## src/rtl/multi_button_debouncer.sv

```systemverilog
// multi_button_debouncer: N-channel push-button front end.
// Each raw button is synchronised, filtered over DEPTH sample ticks and
// reported as a clean level plus one-cycle press/release pulses.
// lastPressed tracks the lowest-indexed channel of the most recent press
// pulse. Define AUTO_REPEAT_EN to add held-button auto-repeat press pulses.
module multi_button_debouncer #(
  parameter int N_CH          = 4,
  parameter int DEPTH         = 3,
  parameter int IDX_W         = 2,
  parameter int REPEAT_DELAY  = 8,
  parameter int REPEAT_PERIOD = 4
) (
  input  logic             fastClk,
  input  logic             rstN,
  input  logic             sampleTick,
  input  logic [N_CH-1:0]  buttonIn,
  output logic [N_CH-1:0]  buttonLevel,
  output logic [N_CH-1:0]  pressPulse,
  output logic [N_CH-1:0]  releasePulse,
  output logic             anyPressed,
  output logic [IDX_W-1:0] lastPressed
);

  // Reject parameter sets outside the supported ranges at elaboration.
  if (N_CH < 1 || N_CH > 16 || DEPTH < 2 || DEPTH > 8 || IDX_W < 1 ||
      (2 ** IDX_W) < N_CH || REPEAT_DELAY < 1 || REPEAT_DELAY > 255 ||
      REPEAT_PERIOD < 1 || REPEAT_PERIOD > 255) begin : g_bad_cfg
    $error("multi_button_debouncer: illegal parameter set");
  end

  logic [N_CH-1:0]            sync1_q, sync2_q;
  logic [N_CH-1:0][DEPTH-1:0] shift_q, shift_d;
  logic [N_CH-1:0]            level_q, level_d;
  logic [N_CH-1:0]            press_q, press_d;
  logic [N_CH-1:0]            rel_q, rel_d;
  logic [N_CH-1:0]            pulse_d;
  logic [IDX_W-1:0]           last_q, last_d;

  // Sample shifting and level acceptance: a full run of equal samples that
  // disagrees with the current level flips it and raises one pulse.
  always_comb begin
    shift_d = shift_q;
    level_d = level_q;
    press_d = '0;
    rel_d   = '0;
    for (int unsigned c = 0; c < N_CH; c++) begin
      if (sampleTick) begin
        shift_d[c] = {shift_q[c][DEPTH-2:0], sync2_q[c]};
      end
      if ((&shift_q[c]) && !level_q[c]) begin
        press_d[c] = 1'b1;
        level_d[c] = 1'b1;
      end else if (!(|shift_q[c]) && level_q[c]) begin
        rel_d[c]   = 1'b1;
        level_d[c] = 1'b0;
      end
    end
  end

`ifdef AUTO_REPEAT_EN
  localparam logic [7:0] DELAY_C  = 8'(REPEAT_DELAY);
  // Reloading to DELAY-PERIOD makes every later repeat land PERIOD ticks apart
  // while only ever comparing against one threshold.
  localparam logic [7:0] RELOAD_C = (REPEAT_PERIOD >= REPEAT_DELAY) ? 8'd0 :
                                    8'(REPEAT_DELAY - REPEAT_PERIOD);

  logic [N_CH-1:0][7:0] hold_q, hold_d;
  logic [N_CH-1:0]      rep_d;

  // Hold counters: count ticks while a level is held, fire a repeat at the
  // threshold; released channels (including the release cycle) stay cleared.
  always_comb begin
    hold_d = hold_q;
    rep_d  = '0;
    for (int unsigned c = 0; c < N_CH; c++) begin
      if (!level_q[c] || rel_d[c]) begin
        hold_d[c] = '0;
      end else if (sampleTick && (hold_q[c] != 8'hFF)) begin
        if ((hold_q[c] + 8'd1) == DELAY_C) begin
          rep_d[c]  = 1'b1;
          hold_d[c] = RELOAD_C;
        end else begin
          hold_d[c] = hold_q[c] + 8'd1;
        end
      end
    end
  end

  // Hold counter registers.
  always_ff @(posedge fastClk or negedge rstN) begin
    if (!rstN) hold_q <= '0;
    else       hold_q <= hold_d;
  end

  assign pulse_d = press_d | rep_d;
`else
  assign pulse_d = press_d;
`endif

  // Last-pressed tracking: scan downward so the lowest pulsing index wins.
  always_comb begin
    last_d = last_q;
    for (int unsigned i = N_CH; i > 0; i--) begin
      if (pulse_d[i-1]) last_d = IDX_W'(i - 1);
    end
  end

  // Synchronisers, shifters, levels, pulses and last-pressed registers.
  always_ff @(posedge fastClk or negedge rstN) begin
    if (!rstN) begin
      sync1_q <= '0;
      sync2_q <= '0;
      shift_q <= '0;
      level_q <= '0;
      press_q <= '0;
      rel_q   <= '0;
      last_q  <= '0;
    end else begin
      sync1_q <= buttonIn;
      sync2_q <= sync1_q;
      shift_q <= shift_d;
      level_q <= level_d;
      press_q <= pulse_d;
      rel_q   <= rel_d;
      last_q  <= last_d;
    end
  end

  assign buttonLevel  = level_q;
  assign pressPulse   = press_q;
  assign releasePulse = rel_q;
  assign anyPressed   = |level_q;
  assign lastPressed  = last_q;

endmodule

```

## config.mk

```make
export PLATFORM = sky130hd
export DESIGN_NAME = multi_button_debouncer
export DESIGN_NICKNAME = d
export VERILOG_FILES = /design/src/rtl/multi_button_debouncer.sv
export SDC_FILE = /design/constraint.sdc
export NUM_CORES = 1
export LEC_CHECK = 0
export CORE_MARGIN = 5
export CORE_UTILIZATION = 35
export DETAILED_ROUTE_END_ITERATION = 8
export DONT_BUFFER_PORTS = 1
export GPL_TIMING_DRIVEN = 0
export SLEW_MARGIN = 20
export SYNTH_ARGS = -nofsm -noshare
export SYNTH_HDL_FRONTEND = slang
export SYNTH_SLANG_ARGS = --single-unit
```

## constraint.sdc

```tcl
create_clock -name fastClk -period 1.3 [get_ports fastClk]
set_input_delay 0.39 -clock fastClk [delete_from_list [all_inputs] [get_ports fastClk]]
set_output_delay 0.39 -clock fastClk [all_outputs]
set_load 0.005 [all_outputs]
```

==> results.json <==
{
  "tns_ns": -0.433,
  "worstHoldStart": "buttonIn[1]",
  "whs_ns": 0.0813,
  "worstSetupPathType": "register to output port",
  "synth_area_per_cell_um2": 14.4,
  "r2r_cells": 3,
  "max-vdd-ir-drop_mv": 0.509,
  "powerDensity_mw_per_mm2": 1740,
  "worstMarginPinSlew_ns": 0.311,
  "finalWeightedCongestion": 0.697,
  "grt.total_usage_pct": 9.22,
  "path_delay_family": "simple AND/OR/NAND/NOR gates",
  "cts.root.buffer_cell": "clkbuf_4",
  "fin_crit_ns": 1.73,
  "cap_viol_max_count": 0,
  "worstReg2RegStart": "buttonLevel[2]",
  "io_pins": 22,
  "cellLeakagePower_uw": 0.000594,
  "vias_per_cell": 4.73,
  "dp_cells": 129,
  "ys_warn_count": 0,
  "cp-end-kind": "output port",
  "wl_per_cell_um": 13.7,
  "fin_crit_sh_pct": 133,
  "dpl_cell_area_mm2": 0.00125,
  "status": "finished with violations",
  "drv_slew": 0,
  "routed_wl_mm": 1.90,
  "synth_area_leaders": "dfrtp_1 (71%), mux2_2 (7.6%), o21ai_0 (5.0%), nor4b_1 (2.9%), buf_6 (1.9%)",
  "cts_tree": "built",
  "finalHoldViolCount": 0,
  "htree_levels": 2,
  "die_h_um": 68.4,
  "vias": 658,
  "clockBufferDepth": 2,
  "portBuffers": 0,
  "cp_cell_sequence": "or4_4",
  "hold_path_end": "sync1_q[1]",
  "multiInputGateArea_um2": 304,
  "worst_path_largest_cell_delay_ns": 0.55,
  "yosysTopAreaCellShare_pct": 71.4,
  "initial_core_util_pct": 36.0,
  "finalNonFillerCells": 139,
  "postSynthCellCount": 83,
  "dieArea_mm2": 0.00467,
  "fmax_mhz": 577,
  "numCtsBuffers": 5,
  "worstPathBufferInverterCount": 0,
  "seqCellArea_um2": 853,
  "firstDrtPassIters": 4,
  "yosysSeqAreaShare_pct": 71.4,
  "grt-ovfl-total": 0,
  "synthDistinctLibCells": 16,
  "drive_above_1_share_pct": 26.9,
  "core_mm2": 0.00331,
  "hold_path_depth": 0,
  "critPathArrivalTime_ns": 1.34,
  "setup_viol": 1,
  "grt_pass1_vias": 658,
  "r2r_setup_slack_ns": 0.15,
  "rows": 21,
  "ant_nets": 0,
  "crit_fanout": 6,
  "fillers": 319,
  "skew_ns": 0.0131,
  "clk_pin_slew_ns": 0.11,
  "drc": 0,
  "slowest_stage": "or4_4",
  "clock-sinks": 34,
  "antenna_found_initial": 0,
  "cp-start-kind": "register",
  "setup_slack_ns": -0.433,
  "area_delta_synth_final_pct": 13.2,
  "rsz0062_at_grt": "yes",
  "fp.dieW_um": 68.4,
  "syn_area_mm2": 0.00119,
  "crit_required_ns": 0.91,
  "violations": "negative setup slack",
  "rr_endpoint": "lastPressed[0]",
  "grt_max_degree": 35,
  "fin_nets": 99,
  "hp-class": "primary input to register",
  "drt-initial-drc-count": 47,
  "netlist.top_cell.by_area": "dfrtp_1",
  "grt_pass1_wl_mm": 2.97,
  "slew_headroom_pct": 79.0,
  "final_core_util_pct": 40.8,
  "design_area_mm2": 0.00135,
  "synth_seq_cells": 34,
  "syn_nets": 90,
  "hpwl_mm": 1.26,
  "clock_latency_ns": 0.33,
  "num_antenna_cells": 0
}
==> placed cells by master, fill, tap and decap left out, types with 2 or more instances in the layout <==
master / count
buf_6: 2
clkbuf_4: 5
nor3_1: 2
mux2_2: 8
inv_1: 5
nand2_1: 5
o21ai_0: 12
nor4b_1: 4
a21oi_1: 4
dfrtp_1: 32
dfrtp_2: 2
==> through the flow <==
step | worst slack, ns | total power, uW
2_1_floorplan | -0.0230 | 1620
3_3_place_gp | -0.100 | 1690
3_5_place_dp | -0.115 | 1720
4_1_cts | -0.453 | 2390
5_1_grt | -0.478 | 2490
6_report | -0.433 | 2350
==> final cells by class <==
cell class / instances / area share (%)
repair buffers: 2 / 2.22
multi-input cells: 42 / 22.5
plain buffers: 2 / 1.67
clock inverters: 2 / 0.927
flip-flops and latches: 34 / 63.2
clock buffers: 6 / 3.80
well taps: 46 / 4.26
inverters: 5 / 1.39
==> metal layers <==
| metal | wire, um | vias up | global-route usage (%) |
|---|---|---|---|
| li1 | - | 310 | - |
| met1 | 846 | 323 | 10.2 |
| met2 | 853 | 21 | 14.0 |
| met5 | 0 | - | 0 |
| met4 | 38 | 0 | 5.96 |
| met3 | 162 | 4 | 4.60 |
==> logic make-up (layout without fill, tap and decap cells) <==
family	after synthesis	after routing	synth area share, %
DFF	34	34	71.4
AOI/OAI and AO/OA	18	18	8.08
and+or+nand+nor	16	16	9.55
muxes	8	8	7.56
buffers and inverters	7	17	3.46
==> Yosys cell counts, drive strengths merged <==
library cell / n
dfrtp: 34
o21ai: 12
mux2: 8
a21oi: 5
inv: 5
nand2: 5
nor4b: 4
nor3: 3
and4b: 2
buf: 2
nand4b: 1
o21bai: 1
or4: 1
==> state kept, by name, indices dropped and copies added, names as in the netlist <==
name / count
shift_q: 12
buttonLevel: 4
pressPulse: 4
releasePulse: 4
sync1_q: 4
sync2_q: 4
lastPressed: 2
==> power by group <==
group	switching, uW	internal [uW]
logic	124	166
registers	206	1240
clock network	358	260
total	688	1670
==> repair_timing <==
item / in CTS / in global routing
resized for setup: 3 / 0
endpoints found under the hold margin: 34 / 0
pin swaps: 0 / 0
setup buffers: 0 / 0
hold buffers: 2 / 0
setup endpoints to repair: 1 / 1
==> worst max path at each step <==
| stage | from | to | slack (ns) | depth (start not counted) |
|---|---|---|---|---|
| after floorplan | buttonLevel[1] | anyPressed | -0.02 | 1 |
| after global placement | buttonLevel[1] | anyPressed | -0.10 | 1 |
| after detailed placement | buttonLevel[1] | anyPressed | -0.12 | 1 |
| after CTS | buttonLevel[1] | anyPressed | -0.45 | 1 |
| after global routing | buttonLevel[1] | anyPressed | -0.48 | 1 |
| final | buttonLevel[1] | anyPressed | -0.43 | 1 |
No activity file was read; power rests on OpenSTA's default activity.
